$ cat src/rtl/usart_pkg.sv
// Shared definitions for the UART receive path: FSM encodings, parity modes
// and the expected-parity helper.
package usart_pkg;

  // Receiver states, kept as plain constants so older code can use them directly
  localparam logic [2:0] ST_IDLE  = 3'd0;
  localparam logic [2:0] ST_START = 3'd1;
  localparam logic [2:0] ST_DATA  = 3'd2;
  localparam logic [2:0] ST_PAR   = 3'd3;
  localparam logic [2:0] ST_STOP  = 3'd4;

  typedef enum logic [2:0] {
    IDLE  = ST_IDLE,
    START = ST_START,
    DATA  = ST_DATA,
    PAR   = ST_PAR,
    STOP  = ST_STOP
  } usart_state_e;

  // PARITY parameter encodings
  localparam int PAR_NONE = 0;
  localparam int PAR_ODD  = 1;
  localparam int PAR_EVEN = 2;

  // Parity bit a well-formed frame should carry, given the XOR of its data bits
  function automatic logic expected_parity(input logic data_xor, input int mode);
    return (mode == PAR_ODD) ? ~data_xor : data_xor;
  endfunction

endpackage

$ cat src/rtl/usart_sync_edge.sv
// Two-flop synchronizer or rising-edge detector, selected by EDGE_ONLY.
// EDGE_ONLY=1: input is already synchronous; output is a one-clk pulse on its
//              rising edge.
// EDGE_ONLY=0: input is asynchronous; output is the 2-FF synchronized level.
module usart_sync_edge #(
  parameter bit   EDGE_ONLY = 1'b0,
  parameter logic RST_VAL   = 1'b1
) (
  input  logic clk,
  input  logic rst,
  input  logic d_i,
  output logic q_o
);

  if (EDGE_ONLY) begin : g_edge
    logic prev_q;

    // Remember the previous level so a low-to-high change can be seen
    always_ff @(posedge clk or posedge rst) begin
      if (rst) prev_q <= RST_VAL;
      else     prev_q <= d_i;
    end

    assign q_o = d_i & ~prev_q;
  end else begin : g_sync
    logic [1:0] sync_q;

    // Two metastability-hardening stages for the asynchronous input
    always_ff @(posedge clk or posedge rst) begin
      if (rst) sync_q <= {2{RST_VAL}};
      else     sync_q <= {sync_q[0], d_i};
    end

    assign q_o = sync_q[1];
  end

endmodule

$ cat src/rtl/usart_rx.sv
// UART receiver driven by a 16x (OVERSAMPLE) baud clock level. Recovers
// start / data (LSB first) / optional parity / stop frames, majority-votes
// three samples around mid-bit and hands words out on a valid/ready port.
module usart_rx
  import usart_pkg::*;
#(
  parameter int DATA_BITS  = 8,
  parameter int PARITY     = 0,
  parameter int OVERSAMPLE = 16
) (
  input  logic                 clk,
  input  logic                 rst,
  input  logic                 clkb,
  input  logic                 rx,
  output logic [DATA_BITS-1:0] rx_data,
  output logic                 rx_valid,
  input  logic                 rx_ready,
  output logic                 rx_perr,
  output logic                 rx_ferr,
  output logic                 rx_ovr
);

  localparam int SW = $clog2(OVERSAMPLE);
  localparam int BW = $clog2(DATA_BITS + 1);

  localparam logic [SW-1:0] S_LAST = SW'(OVERSAMPLE - 1);
  localparam logic [SW-1:0] S_A    = SW'(OVERSAMPLE / 2 - 2);
  localparam logic [SW-1:0] S_B    = SW'(OVERSAMPLE / 2 - 1);
  localparam logic [SW-1:0] S_MID  = SW'(OVERSAMPLE / 2);
  localparam logic [BW-1:0] B_ALL  = BW'(DATA_BITS);

  logic tick;
  logic rx_s;

  usart_sync_edge #(.EDGE_ONLY(1'b1), .RST_VAL(1'b0)) u_tick (
    .clk (clk),
    .rst (rst),
    .d_i (clkb),
    .q_o (tick)
  );

  usart_sync_edge #(.EDGE_ONLY(1'b0), .RST_VAL(1'b1)) u_rxsync (
    .clk (clk),
    .rst (rst),
    .d_i (rx),
    .q_o (rx_s)
  );

  usart_state_e         state_q, state_d;
  logic                 armed_q, armed_d;
  logic [SW-1:0]        scnt_q, scnt_d;
  logic [BW-1:0]        bcnt_q, bcnt_d;
  logic [DATA_BITS-1:0] shift_q, shift_d;
  logic [1:0]           samp_q, samp_d;
  logic                 perr_acc_q, perr_acc_d;
  logic [DATA_BITS-1:0] rx_data_q, rx_data_d;
  logic                 rx_valid_q, rx_valid_d;
  logic                 rx_perr_q, rx_perr_d;
  logic                 rx_ferr_q, rx_ferr_d;
  logic                 rx_ovr_q, rx_ovr_d;

  // scnt_q is the index of the tick last processed within the current bit;
  // scnt_inc is the index this tick occupies. Wrapping to 0 marks a bit boundary.
  logic [SW-1:0] scnt_inc;
  logic          bit_end;
  logic          mid;
  logic          maj;

  assign bit_end  = (scnt_q == S_LAST);
  assign scnt_inc = bit_end ? '0 : scnt_q + 1'b1;
  assign mid      = (scnt_inc == S_MID);
  assign maj      = (samp_q[0] & samp_q[1]) | (samp_q[0] & rx_s) | (samp_q[1] & rx_s);

  // Frame FSM and output handshake, all sampling gated by the baud tick
  always_comb begin
    state_d    = state_q;
    armed_d    = armed_q;
    scnt_d     = scnt_q;
    bcnt_d     = bcnt_q;
    shift_d    = shift_q;
    samp_d     = samp_q;
    perr_acc_d = perr_acc_q;
    rx_data_d  = rx_data_q;
    rx_valid_d = rx_valid_q;
    rx_perr_d  = rx_perr_q;
    rx_ferr_d  = 1'b0;
    rx_ovr_d   = 1'b0;

    if (rx_valid_q && rx_ready) rx_valid_d = 1'b0;

    if (tick) begin
      if (state_q == IDLE) begin
        // A high line must be seen before a falling edge counts as a start
        if (!armed_q) begin
          if (rx_s) armed_d = 1'b1;
        end else if (!rx_s) begin
          state_d    = START;
          scnt_d     = '0;
          bcnt_d     = '0;
          perr_acc_d = 1'b0;
        end
      end else begin
        scnt_d = scnt_inc;
        if (scnt_inc == S_A) samp_d[0] = rx_s;
        if (scnt_inc == S_B) samp_d[1] = rx_s;

        case (state_q)
          START: begin
            if (mid && maj) begin
              state_d = IDLE;
              scnt_d  = '0;
            end else if (bit_end) begin
              state_d = DATA;
            end
          end
          DATA: begin
            if (mid) begin
              shift_d = {maj, shift_q[DATA_BITS-1:1]};
              bcnt_d  = bcnt_q + 1'b1;
            end
            if (bit_end && bcnt_q == B_ALL) begin
              bcnt_d  = '0;
              state_d = (PARITY != PAR_NONE) ? PAR : STOP;
            end
          end
          PAR: begin
            if (mid) perr_acc_d = maj ^ expected_parity(^shift_q, PARITY);
            if (bit_end) state_d = STOP;
          end
          STOP: begin
            // Act at mid-stop so back-to-back frames are not missed
            if (mid) begin
              state_d = IDLE;
              armed_d = 1'b0;
              scnt_d  = '0;
              if (!maj) begin
                rx_ferr_d = 1'b1;
              end else if (rx_valid_q && !rx_ready) begin
                rx_ovr_d = 1'b1;
              end else begin
                rx_data_d  = shift_q;
                rx_perr_d  = perr_acc_q;
                rx_valid_d = 1'b1;
              end
            end
          end
          default: begin
            state_d = IDLE;
            scnt_d  = '0;
          end
        endcase
      end
    end
  end

  // State and output registers; reset aborts any frame in progress
  always_ff @(posedge clk or posedge rst) begin
    if (rst) begin
      state_q    <= IDLE;
      armed_q    <= 1'b0;
      scnt_q     <= '0;
      bcnt_q     <= '0;
      shift_q    <= '0;
      samp_q     <= '0;
      perr_acc_q <= 1'b0;
      rx_data_q  <= '0;
      rx_valid_q <= 1'b0;
      rx_perr_q  <= 1'b0;
      rx_ferr_q  <= 1'b0;
      rx_ovr_q   <= 1'b0;
    end else begin
      state_q    <= state_d;
      armed_q    <= armed_d;
      scnt_q     <= scnt_d;
      bcnt_q     <= bcnt_d;
      shift_q    <= shift_d;
      samp_q     <= samp_d;
      perr_acc_q <= perr_acc_d;
      rx_data_q  <= rx_data_d;
      rx_valid_q <= rx_valid_d;
      rx_perr_q  <= rx_perr_d;
      rx_ferr_q  <= rx_ferr_d;
      rx_ovr_q   <= rx_ovr_d;
    end
  end

  assign rx_data  = rx_data_q;
  assign rx_valid = rx_valid_q;
  assign rx_perr  = rx_perr_q;
  assign rx_ferr  = rx_ferr_q;
  assign rx_ovr   = rx_ovr_q;

endmodule

$ cat config.mk
export PLATFORM = sky130hd
export DESIGN_NAME = usart_rx
export DESIGN_NICKNAME = d
export VERILOG_FILES = /design/src/rtl/usart_pkg.sv /design/src/rtl/usart_sync_edge.sv /design/src/rtl/usart_rx.sv
export SDC_FILE = /design/constraint.sdc
export NUM_CORES = 1
export LEC_CHECK = 0
export BUFFER_PORTS_ARGS = -buffer_cell sky130_fd_sc_hd__buf_2
export CORE_ASPECT_RATIO = 0.7
export CORE_MARGIN = 2
export CORE_UTILIZATION = 35
export CTS_BUF_LIST = sky130_fd_sc_hd__clkbuf_8
export DETAILED_ROUTE_END_ITERATION = 12
export PLACE_DENSITY = 0.6
export SYNTH_ARGS = -nofsm -noshare
export SYNTH_HDL_FRONTEND = slang
export SYNTH_HIERARCHICAL = 1
export SYNTH_SLANG_ARGS = --single-unit
$ cat constraint.sdc
create_clock -name clk -period 2.41 [get_ports clk]
set_input_delay 0.1205 -clock clk [delete_from_list [all_inputs] [get_ports clk]]
set_output_delay 0.1205 -clock clk [all_outputs]
set_load 0.02 [all_outputs]
# Word level (Yosys, flattened, before mapping)
# Cells that the tools add are included.
[totals]
inputBits = 5
ff_bits = 38
[op_classes]
eq_ne = 15
addsub = 2
bitwise_logic = 10
reduce_logical = 22
mux = 48
[op_table]
columns = ["operator", "count"]
rows = [
  ["4-bit two-way mux", 10],
  ["1-bit two-way mux", 28],
  ["3-bit two-way mux", 8],
  ["4-bit == test, second input constant", 3],
  ["3-bit case mux with 4 select lines", 1],
  ["4-bit case mux with 3 select lines", 1],
  ["3-bit AND reduction", 4],
  ["5-bit AND reduction", 2],
  ["3-bit != test, second input constant", 3],
  ["4-bit by 1-bit adder with 4-bit output, second input constant", 2],
  ["4-bit by 3-bit == test with 1-bit output, second input constant", 2],
  ["2-bit nonzero test", 4],
  ["8-bit parity", 1],
  ["7-bit AND reduction", 1],
  ["3-bit by 2-bit == test with 1-bit output, second input constant", 2],
  ["6-bit AND reduction", 1],
  ["1-bit bitwise AND", 4],
  ["1-bit logical AND", 4],
  ["2-bit != test, second input constant", 2],
  ["4-bit != test, second input constant", 1],
  ["4-bit AND reduction", 1],
  ["3-bit by 1-bit == test with 1-bit output, second input constant", 1],
  ["3-bit == test, second input constant", 1],
  ["3-bit zero test", 1],
  ["6 further kinds", 9],
]

# Depth between registers and ports, before layout
# Gate-level depths: netlist (run 1).
[logic_depth]
depth_word = 8
depth_mapped = 8

# Modules after synthesis
# Netlist (run 1), hierarchy kept.
[by_module_without_submodules]
columns = ["module", "seq_area_each_um2", "area_per_inst_um2", "cells_per_inst", "n_inst"]
rows = [
  ["usart_rx", 875.8, 1948.1, 173, 1],
  ["usart_sync_edge at u_rxsync", 52.6, 56.3, 3, 1],
  ["usart_sync_edge at u_tick", 25.0, 42.5, 3, 1],
]

# Least setup slack after synthesis (run 1)
# No wires, ideal clock.
[synth_path]
kind = "register to register"
startpoint = "register scnt_q[0]"
endpoint = "register rx_data_q[2] (netlist: rx_data[2])"
period_less_slack_ns = 2.107
setup_slack_ns = 0.303
t_arrival_ns = 1.982
stages_incl_launch_ff = 9
path_cell_list = "dfrtp_1 ha_1 buf_4 and4bb_2 a41o_4 nand4_2 nor2b_1 buf_6 mux2_2"
[synth_between]
elab_chain_cells = 4
word_cells_on_any_way = 5
[synth_rtl]
columns = ["item", "line", "source"]
rows = [
  ["from (decl)", "usart_rx.sv:51", "logic [SW-1:0] scnt_q, scnt_d;"],
  ["from (signal assigned)", "usart_rx.sv:174", "scnt_q <= scnt_d;"],
  ["4-bit by 1-bit adder with 4-bit output or 4-bit == test (tied branches)", "usart_rx.sv:70, usart_rx.sv:69", ""],
  ["4-bit two-way mux (*)", "usart_rx.sv:70", "assign scnt_inc = bit_end ? '0 : scnt_q + 1'b1;"],
  ["4-bit == test (*)", "usart_rx.sv:71", "assign mid = (scnt_inc == S_MID);"],
  ["6-bit AND reduction (no source line) (*)", "-", ""],
  ["to (signal assigned)", "usart_rx.sv:179", "rx_data_q <= rx_data_d;"],
  ["to (decl)", "usart_rx.sv:56", "logic [DATA_BITS-1:0] rx_data_q, rx_data_d;"],
]
# Mark *: on every way between the ends. The rest lies on a longest branch, timed or not.
# A chain may end at the register's enable or synchronous reset.

# Worst setup path in the final report (run 1)
[layout_path]
startpoint = "register scnt_q[1]"
endpoint = "register rx_data_q[7] (netlist: rx_data[7])"
# The elaborated chain is that of the path after synthesis.

==> results of run 1 <==
power by group through the flow:
stage                     clock (mW)  combinational, mW  sequential, mW
after global placement             0              0.335           0.767
after detailed placement           0              0.336           0.767
after floorplan                    0              0.262           0.744
after global routing           0.494              0.388           0.769
final                          0.454              0.340           0.757
after CTS                      0.468              0.342           0.756
tightest hold or removal path, cell delays in order:
cell      delay [ps]
buf_2             70
nand2b_1         140
nand2_1           60
layout by cell type, fill, tap and decap left out, drive strengths merged, types with 2 or more instances in the layout:
cell type and count:
a21oi 2, nand3 3, nor2 2, inv 8
buf 27, dfstp 2, a21o 2, or3 2
nand2b 3, dlygate4sd3 3, clkbuf 6, xnor2 8
mux2 19, a41oi 2, o41ai 2, a21boi 2
nand4 2, o31ai 6, nand2 19, ha 6
nor2b 5, nor3b 4, nor3 4, dfrtp 36
o21ai 15
layout make-up:
class / count / area [um^2] / area share [%]
timing repair buffer: 30 / 205.2 / 8.609
clock buffer: 6 / 82.58 / 3.465
inverter: 8 / 30.03 / 1.260
multi-input combinational: 125 / 1006 / 42.20
clock inverter: 2 / 12.51 / 0.5249
tap: 75 / 93.84 / 3.937
sequential: 38 / 953.4 / 40.00
final timing paths:
path / from / endpoint
max in group asynchronous: rst / state_q[0]$_DFFE_PP0P_
worst min-delay path: rx_ready / rx_valid$_DFF_PP0_
min in group asynchronous: rst / u_tick/g_edge.prev_q$_DFF_PP0_
worst max register to register: scnt_q[1]$_DFFE_PP0P_ / rx_data[7]$_DFFE_PP0P_
worst min register to register: u_rxsync/g_sync.sync_q[0]$_DFF_PP1_ / u_rxsync/g_sync.sync_q[1]$_DFF_PP1_
worst max-delay path: scnt_q[1]$_DFFE_PP0P_ / rx_data[7]$_DFFE_PP0P_
flip-flops by register name, summed over array words and instances, names as in the netlist, 2 cells and up:
register / cells
u_rxsync/g_sync.sync_q: 2
bcnt_q: 4
rx_data: 8
scnt_q: 4
state_q: 3
samp_q: 2
shift_q: 8
metrics by stage:
stage / cell area (um^2) / std cells / util [%] / setup WS [ps]
5_1_grt: 2384 / 284 / 41.83 / 59.92
6_report: 2384 / 284 / 41.83 / 215.0
3_3_place_gp: 2256 / 273 / 39.59 / 234.9
2_1_floorplan: 2047 / 179 / - / 303.0
4_1_cts: 2381 / 284 / 41.79 / 135.6
3_5_place_dp: 2256 / 273 / 39.59 / 163.6
synth_stat cells, types with 3 or more instances:
library cell | instances | area share, %
nand2_1 | 19 | 3.5
nor3b_1 | 3 | 1.1
o31ai_1 | 6 | 2.2
xnor2_1 | 8 | 3.4
nand2b_1 | 3 | 0.92
o21ai_0 | 13 | 3.2
buf_2 | 3 | 0.73
mux2_4 | 13 | 9.5
ha_1 | 6 | 3.7
nor2b_1 | 4 | 1.2
nor3_1 | 4 | 0.98
dfrtp_1 | 36 | 44
mux2_2 | 6 | 3.3
buf_6 | 3 | 1.7
inv_1 | 8 | 1.5
logic make-up (layout without fill, tap and decap cells):
group	after synthesis	in the layout	share of synthesized area (%)
compound gates	39	39	13.27
xor+xnor	9	9	3.851
fa+ha+maj	7	7	4.156
buf+inv	16	46	4.401
flops	38	38	46.58
mux	19	19	12.84
simple gates	51	51	14.92
layer usage:
layer	vias to the layer above	track usage, %	wire length [um]
li1	698	-	-
met1	660	22.48	2148
met2	41	17.08	1567
met3	5	3.634	268
met4	0	3.214	35
met5	-	0	0
repair_timing:
item | in CTS | in global routing
resized for setup | 0 | 1
endpoints found under the setup margin | 0 | 4
hold buffers | 3 | 0
hold endpoints to repair | 40 | 0
==> key figures, run 1 <==
Power and ir drop
  – Clock network fraction of total power: 29.2%
  – Sw power: 474.1 uW
  – Flop pwr share: 48.8%
  – Comb pwr share: 21.9%
  – Tot Pwr: 1.551 mW
  – P_leak: 1.137 nW
  – Peak VDD IR: 397.8 uV
  – Sw frac: 30.56%
  – Pint: 1.077 mW
  – PwrDens: 650.9 mW/mm^2

Global route
  – Global-route wire length before repair: 6644 um
  – All-Layer GR Usage: 13.67%
  – Vias in the first global route: 1271
  – Largest net degree at the start of global routing: 36
  – Initial antenna violation count: 0
  – GRT overflow: 0

Clocking
  – Root buf cell: clkbuf_8
  – Clock Path Buffers: 2
  – H-tree lvl count: 2
  – TritonCTS Buffers: 5
  – CTS tree: done
  – Setup Fix Bufs, Post-CTS: 0
  – CTS sink count: 38
  – Clock transition at path regs: 70 ps
  – Worst skew pair latency: 290 ps

Status
  – Status: finished, final reports clean

Drt
  – Routed Antenna Nets: 0
  – WL final: 4020 um
  – Via density: 4.944
  – DRC: 0
  – Starting DRT DRC Count: 103
  – Router iterations before antenna repair: 4
  – WL/cell: 14.15 um
  – Total number of vias: 1404

Hold path
  – Hold Crit Depth: 3
  – Hold Path Class: in2reg

Finish
  – Layout fillers: 572
  – Share of layout cells above drive strength 1: 31.10%
  – Diode count: 0
  – Synth-to-Final Area Change: 16.44%
  – Nets: 219

Critical path
  – Element type at the critical path start: register
  – Slowest-stage cell, CP: dfrtp_1
  – Instance count on the critical path: 7
  – Worst path bufs/invs: 1
  – Slowest stage delay, CP: 460 ps
  – Family with the most delay on the worst path: simple AND/OR/NAND/NOR gates
  – Arrival @ worst endpoint: 2370 ps
  – Crit-path max FO: 9
  – R2r setup slk: 210 ps
  – Worst Setup End Kind: register
  – CP required: 2580 ps
  – WS Path Type: reg2reg
  – Worst-path cell chain: ha_2 -> and4bb_2 -> a41o_4 -> nand4_2 -> nor2b_1 -> buf_4 -> mux2_2
  – FF-to-FF path depth: 7

Die
  – Die X: 95.41 um
  – Starting density of the core: 35.92%
  – Die height: 67.99 um
  – Core Region: 0.005698 mm^2
  – I/O pin cnt: 17
  – Die area: 0.006486 mm^2
  – FP Rows: 23

STA
  – Hold WS: 152.0 ps
  – Pins over their slew limit: 0
  – TNS Setup: 0 ps
  – Max Fclk: 455.6 MHz
  – Final hold viol count: 0
  – RSZ-0062 raised after global routing: no
  – Count of final setup violators: 0
  – Worst-margin pin slew: 503.3 ps
  – Clk_skew: 6.390 ps
  – Period utilisation layout: 91.08%
  – Final period demand of the worst path: 2195 ps
  – Slew Limit Headroom: 66.45%

Flow run
  – Max-cap violations: 0

Synth
  – Synth Flop Type: dfrtp_1
  – Yosys synthesis warning count: 6
  – Mapped Cells: 179
  – Syn_nets: 190
  – Cell area after synthesis: 0.002047 mm^2
  – Register area share after synthesis: 46.58%
  – Synth unique cells: 51
  – EDFF count, synth: 0
  – Post-synth ARST share: 100.0%
  – Flops & latches, synth: 38
  – Post-Synthesis Mean Instance Area: 11.44 um^2

Placed design
  – Final HPWL DP: 2891 um
  – Buffers on Ports: 16
  – Final GP Congestion: 0.8293
(Power assumes the default switching activity.)
==> run 2: changes to the inputs <==
--- a/config.mk
+++ b/config.mk
@@ -11,8 +11,7 @@
 export CORE_UTILIZATION = 35
 export CTS_BUF_LIST = sky130_fd_sc_hd__clkbuf_8
 export DETAILED_ROUTE_END_ITERATION = 12
-export PLACE_DENSITY = 0.6
+export PLACE_DENSITY = 0.61
 export SYNTH_ARGS = -nofsm -noshare
 export SYNTH_HDL_FRONTEND = slang
-export SYNTH_HIERARCHICAL = 1
 export SYNTH_SLANG_ARGS = --single-unit
==> run 2 against run 1 <==
Effect of this change:
- flip-flop and latch count unchanged
- wire length down 7.6%
- clock skew about the same
- worst setup slack better by 10 ps
- critical path depth unchanged
- via count down 1.7%
- design area down 6.6%
- largest cell class is now sequential cells
- largest power group unchanged
==> key figures, run 2 <==
Critical path
  – Arrival @ worst endpoint: 2350 ps (was 2370 ps)
  – FF-to-FF End: rx_data[4]$_DFFE_PP0P_ (was rx_data[7]$_DFFE_PP0P_)
  – WS Path Type: reg2reg (unchanged)
  – Worst Setup End Kind: register (unchanged)
  – CP required: 2570 ps (was 2580 ps)
  – Crit-path max FO: 9 (unchanged)
  – Worst-path cell chain: ha_1 -> and4bb_1 -> a41o_1 -> nand4_1 -> nor3b_1 -> buf_4 -> mux2_1 (was ha_2 -> and4bb_2 -> a41o_4 -> nand4_2 -> nor2b_1 -> buf_4 -> mux2_2)
  – R2r setup slk: 230 ps (was 210 ps)
  – Slowest-stage cell, CP: dfrtp_1 (unchanged)
  – Slowest stage delay, CP: 470 ps (was 460 ps)
  – R2r startpoint: scnt_q[0]$_DFFE_PP0P_ (was scnt_q[1]$_DFFE_PP0P_)
  – Element type at the critical path start: register (unchanged)
  – FF-to-FF path depth: 7 (unchanged)

Synth
  – Post-Synthesis Mean Instance Area: 11.02 um^2 (was 11.44 um^2)
  – Cell area after synthesis: 0.001917 mm^2 (was 0.002047 mm^2)
  – Synth Flop Type: dfrtp_1 (unchanged)
  – Synth top area share: 47.00% (was 44.01%)
  – Post-synth top cells: 36 x dfrtp_1, 16 x nand2_1, 11 x mux2_1 (was 36 x dfrtp_1, 19 x nand2_1, 13 x mux2_4, 13 x o21ai_0)
  – Area contributors post-synth: dfrtp_1 47%, mux2_1 6.5%, mux2_2 4.1%, ha_1 3.9%, xnor2_1 3.7% (was dfrtp_1 44%, mux2_4 9.5%, ha_1 3.7%, nand2_1 3.5%, xnor2_1 3.4%)
  – Register area share after synthesis: 49.74% (was 46.58%)
  – Yosys synthesis warning count: 0 (was 6)
  – Count leader, synth: dfrtp_1 (unchanged)
  – Synth unique cells: 46 (was 51)
  – Flops & latches, synth: 38 (unchanged)
  – Synth area leader: dfrtp_1 (unchanged)
  – Post-synth ARST share: 100.0% (unchanged)
  – Syn_nets: 185 (was 190)
  – Mapped Cells: 174 (was 179)
  – EDFF count, synth: 0 (unchanged)

Drt
  – Starting DRT DRC Count: 64 (was 103)
  – Total number of vias: 1380 (was 1404)
  – Routed Antenna Nets: 0 (unchanged)
  – WL/cell: 13.66 um (was 14.15 um)
  – DRC: 0 (unchanged)
  – WL final: 3716 um (was 4020 um)
  – Via density: 5.074 (was 4.944)
  – Router iterations before antenna repair: 4 (unchanged)

Die
  – Starting density of the core: 36.46% (was 35.92%)
  – FP Rows: 22 (was 23)
  – Die X: 92.45 um (was 95.41 um)
  – I/O pin cnt: 17 (unchanged)
  – Die height: 65.92 um (was 67.99 um)
  – Core Region: 0.005258 mm^2 (was 0.005698 mm^2)
  – Die area: 0.006094 mm^2 (was 0.006486 mm^2)

Placed design
  – Final GP Congestion: 0.8328 (was 0.8293)
  – Placed Cells: 261 (was 273)
  – Buffers on Ports: 16 (unchanged)
  – Final HPWL DP: 2660 um (was 2891 um)

STA
  – Worst-margin pin slew: 566.5 ps (was 503.3 ps)
  – TNS Setup: 0 ps (unchanged)
  – Final hold viol count: 0 (unchanged)
  – Clk_skew: 6.401 ps (was 6.390 ps)
  – Pins over their slew limit: 0 (unchanged)
  – Slew Limit Headroom: 61.94% (was 66.45%)
  – Max Fclk: 457.7 MHz (was 455.6 MHz)
  – Count of final setup violators: 0 (unchanged)
  – Final period demand of the worst path: 2185 ps (was 2195 ps)
  – Period utilisation layout: 90.66% (was 91.08%)
  – RSZ-0062 raised after global routing: no (unchanged)

Power and ir drop
  – PwrDens: 662.9 mW/mm^2 (was 650.9 mW/mm^2)
  – Clock network fraction of total power: 30.0% (was 29.2%)
  – Flop pwr share: 51.4% (was 48.8%)
  – Sw power: 427.6 uW (was 474.1 uW)
  – Peak VDD IR: 320.7 uV (was 397.8 uV)
  – Sw frac: 28.96% (was 30.56%)
  – P_leak: 1.110 nW (was 1.137 nW)
  – Comb pwr share: 18.6% (was 21.9%)
  – Pint: 1.049 mW (was 1.077 mW)
  – Tot Pwr: 1.476 mW (was 1.551 mW)

Clocking
  – CTS tree: done (unchanged)
  – Worst skew pair latency: 280 ps (was 290 ps)
  – CTS resizes: 0 (unchanged)
  – Root buf cell: clkbuf_8 (unchanged)
  – Clock transition at path regs: 70 ps (about the same)
  – Clock Path Buffers: 2 (unchanged)
  – H-tree lvl count: 2 (unchanged)
  – CTS sink count: 38 (unchanged)
  – Setup Fix Bufs, Post-CTS: 0 (unchanged)
  – TritonCTS Buffers: 5 (unchanged)

Global route
  – Initial antenna violation count: 0 (unchanged)
  – Busiest layer in global routing: met1 (unchanged)
  – Largest net degree at the start of global routing: 39 (was 36)
  – Vias in the first global route: 1298 (was 1271)
  – Met2 Track Usage GR: 16.97% (was 17.08%)
  – Met3 GRT Util: 3.535% (was 3.634%)
  – Grt met1 use: 21.27% (was 22.48%)
  – GRT overflow: 0 (unchanged)
  – All-Layer GR Usage: 13.40% (was 13.67%)
  – Global-route wire length before repair: 6361 um (was 6644 um)

Finish
  – Commonest cells after routing, fill and taps aside: 36 x dfrtp_1, 16 x nand2_1, 16 x buf_2 (was 36 x dfrtp_1, 19 x nand2_1, 16 x buf_2)
  – Synth-to-Final Area Change: 16.19% (was 16.44%)
  – Share of layout cells above drive strength 1: 22.00% (was 31.10%)
  – Most common cell after layout, fill and taps aside: dfrtp_1 (unchanged)
  – Final Non-Filler Cells: 272 (was 284)
  – Nets: 210 (was 219)
  – Diode count: 0 (unchanged)

Flow run
  – Max-cap violations: 0 (unchanged)

Hold path
  – Hold Crit Depth: 3 (unchanged)
  – Hold Path Class: in2reg (unchanged)
  – Hold path startpoint: rx_ready (unchanged)
  – Hold endpoint: rx_ovr$_DFF_PP0_ (was rx_valid$_DFF_PP0_)

Status
  – Status: finished, final reports clean (unchanged)
==> run 2: through the flow <==
step | setup slack, ps | hold WS [ps] | area, um^2 | util [%]
4_1_cts | 211.5 | 138.1 | 2227 | 42.36
3_3_place_gp | 278.4 | 225.3 | 2106 | 40.05
3_5_place_dp | 218.7 | 226.6 | 2106 | 40.05
6_report | 225.0 | 136.0 | 2227 | 42.36
2_1_floorplan | 215.1 | 125.0 | 1917 | -
5_1_grt | 43.70 | 150.7 | 2227 | 42.36
==> run 2: power groups by stage <==
| stage | sequential (mW) | clock [mW] | combinational [mW] |
|---|---|---|---|
| 3_3_place_gp | 0.768 | 0 | 0.267 |
| 4_1_cts | 0.757 | 0.456 | 0.277 |
| 5_1_grt | 0.773 | 0.484 | 0.315 |
| 2_1_floorplan | 0.745 | 0 | 0.220 |
| 3_5_place_dp | 0.770 | 0 | 0.273 |
| 6_report | 0.759 | 0.442 | 0.275 |
==> run 2: cells by family after synthesis <==
| group | count (synthesis) | share of synthesized area (%) |
|---|---|---|
| mux | 20 | 11.62 |
| fa+ha+maj | 6 | 3.916 |
| flops | 38 | 49.74 |
| buf+inv | 14 | 2.937 |
| xor+xnor | 10 | 4.570 |
| simple gates | 51 | 14.23 |
| compound gates | 35 | 12.99 |
==> run 2: worst max path at each step <==
stage / from / endpoint / cells after the start
2_1_floorplan: scnt_q[0]$_DFFE_PP0P_ / rx_data[0]$_DFFE_PP0P_ / 8
3_3_place_gp: scnt_q[0]$_DFFE_PP0P_ / samp_q[0]$_DFFE_PP0P_ / 6
3_5_place_dp: scnt_q[0]$_DFFE_PP0P_ / samp_q[1]$_DFFE_PP0P_ / 6
4_1_cts: scnt_q[0]$_DFFE_PP0P_ / samp_q[1]$_DFFE_PP0P_ / 6
5_1_grt: scnt_q[1]$_DFFE_PP0P_ / state_q[1]$_DFFE_PP0P_ / 7
6_report: scnt_q[0]$_DFFE_PP0P_ / rx_data[4]$_DFFE_PP0P_ / 7
==> run 2: routing by layer <==
metal | up-vias | part of all wire (%) | routed length (um)
li1 | 672 | - | -
met1 | 667 | 56 | 2075
met2 | 39 | 37 | 1387
met3 | 2 | 6.1 | 227
met4 | 0 | 0.67 | 25
met5 | - | 0 | 0
==> run 2: worst max-delay path, delay by kind of cell (launching register included) <==
kind                     cells  cell delay [ps]
multiplexers                 1              330
flip-flops                   1              470
AO/OA/AOI/OAI                1              110
buffers and inverters        1              210
AND/OR/NAND/NOR              3              690
adder cells (fa/ha/maj)      1              240
==> run 2: cell type report <==
cell class              instances  area [um^2]
inverters                       6        22.52
well taps                      72        90.09
clock buffers                   6        82.58
fillers                       505         3030
repair buffers                 26        162.7
multi-input cells             122        907.1
flip-flops and latches         38        953.4
clock inverters                 2        8.758
==> run 2: timing repair <==
action	CTS	global route
hold buffers	3	0
endpoints found under the hold margin	38	0
endpoints found under the setup margin	0	0
==> run 3: changes to the inputs <==
==> constraint.sdc (replaced) <==
create_clock -name clk -period 2.41 [get_ports clk]
set_input_delay 0.482 -clock clk [delete_from_list [all_inputs] [get_ports clk]]
set_output_delay 0.482 -clock clk [all_outputs]
set_load 0.02 [all_outputs]
==> run 3 against run 2 <==
Effect of this change:
- non-clock buffer count decreased by 2
- worst hold slack improved by 150 ps
- sequential power about the same
- highest routed layer unchanged
==> key figures, run 3 (synthesized netlist as in run 2, its figures left out) <==
Finish
  – Nets: 208 (was 210)
  – Synth-to-Final Area Change: 15.93% (was 16.19%)
  – Final Non-Filler Cells: 270 (was 272)
  – Most common cell after layout, fill and taps aside: dfrtp_1 (unchanged)
  – Share of layout cells above drive strength 1: 23.23% (was 22.00%)
  – Diode count: 0 (unchanged)
  – Commonest cells after routing, fill and taps aside: 36 x dfrtp_1, 16 x nand2_1, 16 x buf_2 (unchanged)
  – Layout fillers: 508 (was 505)

Clocking
  – H-tree lvl count: 2 (unchanged)
  – TritonCTS Buffers: 5 (unchanged)
  – Clock Path Buffers: 2 (unchanged)
  – CTS tree: done (unchanged)
  – CTS sink count: 38 (unchanged)
  – Worst skew pair latency: 290 ps (was 280 ps)
  – Root buf cell: clkbuf_8 (unchanged)
  – CTS resizes: 0 (unchanged)
  – CTS hold repair buffers: 0 (was 3)
  – Setup Fix Bufs, Post-CTS: 0 (unchanged)
  – Clock transition at path regs: 80 ps (was 70 ps)

Drt
  – Starting DRT DRC Count: 74 (was 64)
  – WL final: 3581 um (was 3716 um)
  – Via density: 4.959 (was 5.074)
  – WL/cell: 13.26 um (was 13.66 um)
  – Router iterations before antenna repair: 4 (unchanged)
  – Total number of vias: 1339 (was 1380)
  – Routed Antenna Nets: 0 (unchanged)
  – DRC: 0 (unchanged)

Critical path
  – CP required: 2580 ps (was 2570 ps)
  – R2r setup slk: 210 ps (was 230 ps)
  – Worst-path cell chain: ha_1 -> and4bb_1 -> a41o_1 -> nand4_1 -> nor3b_1 -> buf_4 -> mux2_1 (unchanged)
  – Worst Setup End Kind: register (unchanged)
  – Worst path bufs/invs: 1 (unchanged)
  – Family with the most delay on the worst path: simple AND/OR/NAND/NOR gates (unchanged)
  – Arrival @ worst endpoint: 2370 ps (was 2350 ps)
  – Element type at the critical path start: register (unchanged)
  – Crit-path max FO: 9 (unchanged)
  – Slowest-stage cell, CP: dfrtp_1 (unchanged)
  – WS Path Type: reg2reg (unchanged)
  – Slowest stage delay, CP: 470 ps (about the same)

Global route
  – Vias in the first global route: 1283 (was 1298)
  – Initial antenna violation count: 0 (unchanged)
  – Global-route wire length before repair: 6182 um (was 6361 um)
  – GRT overflow: 0 (unchanged)
  – Largest net degree at the start of global routing: 39 (unchanged)
  – All-Layer GR Usage: 13.03% (was 13.40%)

STA
  – Clk_skew: 4.533 ps (was 6.401 ps)
  – Pins over their slew limit: 0 (unchanged)
  – Slew Limit Headroom: 60.34% (was 61.94%)
  – RSZ-0062 raised after global routing: no (unchanged)
  – Count of final setup violators: 0 (unchanged)
  – Max Fclk: 454.3 MHz (was 457.7 MHz)
  – Final hold viol count: 0 (unchanged)
  – Period utilisation layout: 91.33% (was 90.66%)
  – Final period demand of the worst path: 2201 ps (was 2185 ps)
  – Worst-margin pin slew: 590.3 ps (was 566.5 ps)
  – TNS Setup: 0 ps (unchanged)

Die
  – Starting density of the core: 36.46% (unchanged)
  – Die X: 92.45 um (unchanged)
  – FP Rows: 22 (unchanged)
  – Die height: 65.92 um (unchanged)
  – Core Region: 0.005258 mm^2 (unchanged)
  – I/O pin cnt: 17 (unchanged)
  – Die area: 0.006094 mm^2 (unchanged)

Power and ir drop
  – Tot Pwr: 1.558 mW (was 1.476 mW)
  – Clock network fraction of total power: 33.8% (was 30.0%)
  – Comb pwr share: 17.4% (was 18.6%)
  – P_leak: 1.108 nW (was 1.110 nW)
  – Peak VDD IR: 258.5 uV (was 320.7 uV)
  – Sw power: 433.9 uW (was 427.6 uW)
  – Pint: 1.124 mW (was 1.049 mW)
  – Sw frac: 27.84% (was 28.96%)
  – PwrDens: 701.3 mW/mm^2 (was 662.9 mW/mm^2)
  – Flop pwr share: 48.7% (was 51.4%)

Flow run
  – Max-cap violations: 0 (unchanged)

Hold path
  – Hold Path Class: in2async (was in2reg)

Status
  – Status: finished, final reports clean (unchanged)

Placed design
  – Final HPWL DP: 2593 um (was 2660 um)
  – Buffers on Ports: 16 (unchanged)
  – Placed Cells: 262 (was 261)
  – Final GP Congestion: 0.8485 (was 0.8328)
## run 3: layer usage
metal | global-route usage (%) | wire (um) | vias up
met1 | 21.29 | 2117 | 627
li1 | - | - | 673
met2 | 15.88 | 1242 | 34
met5 | 0 | 0 | -
met3 | 3.307 | 197 | 5
met4 | 4.478 | 23 | 0
## run 3: layout make-up
type,count,area [um^2],share of cell area (%)
clock inverter,3,40.04,1.802
multi-input combinational,122,907.1,40.82
timing repair buffer,24,140.1,6.306
inverter,6,22.52,1.014
clock buffer,5,68.82,3.097
sequential,38,953.4,42.91
tap,72,90.09,4.054
## run 3: path summary, 6_finish.rpt
path                                                      from                                   to  cells past startpoint
min in group clk                                            rx  u_rxsync.g_sync.sync_q[0]$_DFF_PP1_                      1
hold reg to reg            u_rxsync.g_sync.sync_q[0]$_DFF_PP1_  u_rxsync.g_sync.sync_q[1]$_DFF_PP1_                      0
hold / removal                                             rst       u_tick.g_edge.prev_q$_DFF_PP0_                      3
setup reg to reg                         scnt_q[0]$_DFFE_PP0P_               rx_data[1]$_DFFE_PP0P_                      7
setup / recovery                         scnt_q[0]$_DFFE_PP0P_               rx_data[1]$_DFFE_PP0P_                      7
max in group asynchronous                                  rst  u_rxsync.g_sync.sync_q[0]$_DFF_PP1_                      3
## run 3: power groups by stage
stage               Sequential [mW]  Clock [mW]  Combinational [mW]
finish                        0.759       0.527               0.272
global route                  0.767       0.581               0.312
CTS                           0.757       0.546               0.273
detailed placement            0.770           0               0.271
global placement              0.769           0               0.269
floorplan                     0.745           0               0.220
## run 3: per-stage QoR
| stage | util [%] | area (um^2) | setup slack (ps) | hold WS, ps |
|---|---|---|---|---|
| 5_1_grt | 42.27 | 2222 | 22.67 | 274.1 |
| 4_1_cts | 42.27 | 2222 | 220.2 | 275.5 |
| 3_3_place_gp | 40.20 | 2113 | 272.6 | 346.1 |
| 2_1_floorplan | - | 1917 | 215.1 | 345.2 |
| 3_5_place_dp | 40.20 | 2113 | 242.7 | 348.4 |
| 6_report | 42.27 | 2222 | 208.9 | 287.6 |
## run 3: tightest hold or removal path, stage by stage
cell	delay, ps
buf_2	90
inv_1	40
buf_4	410
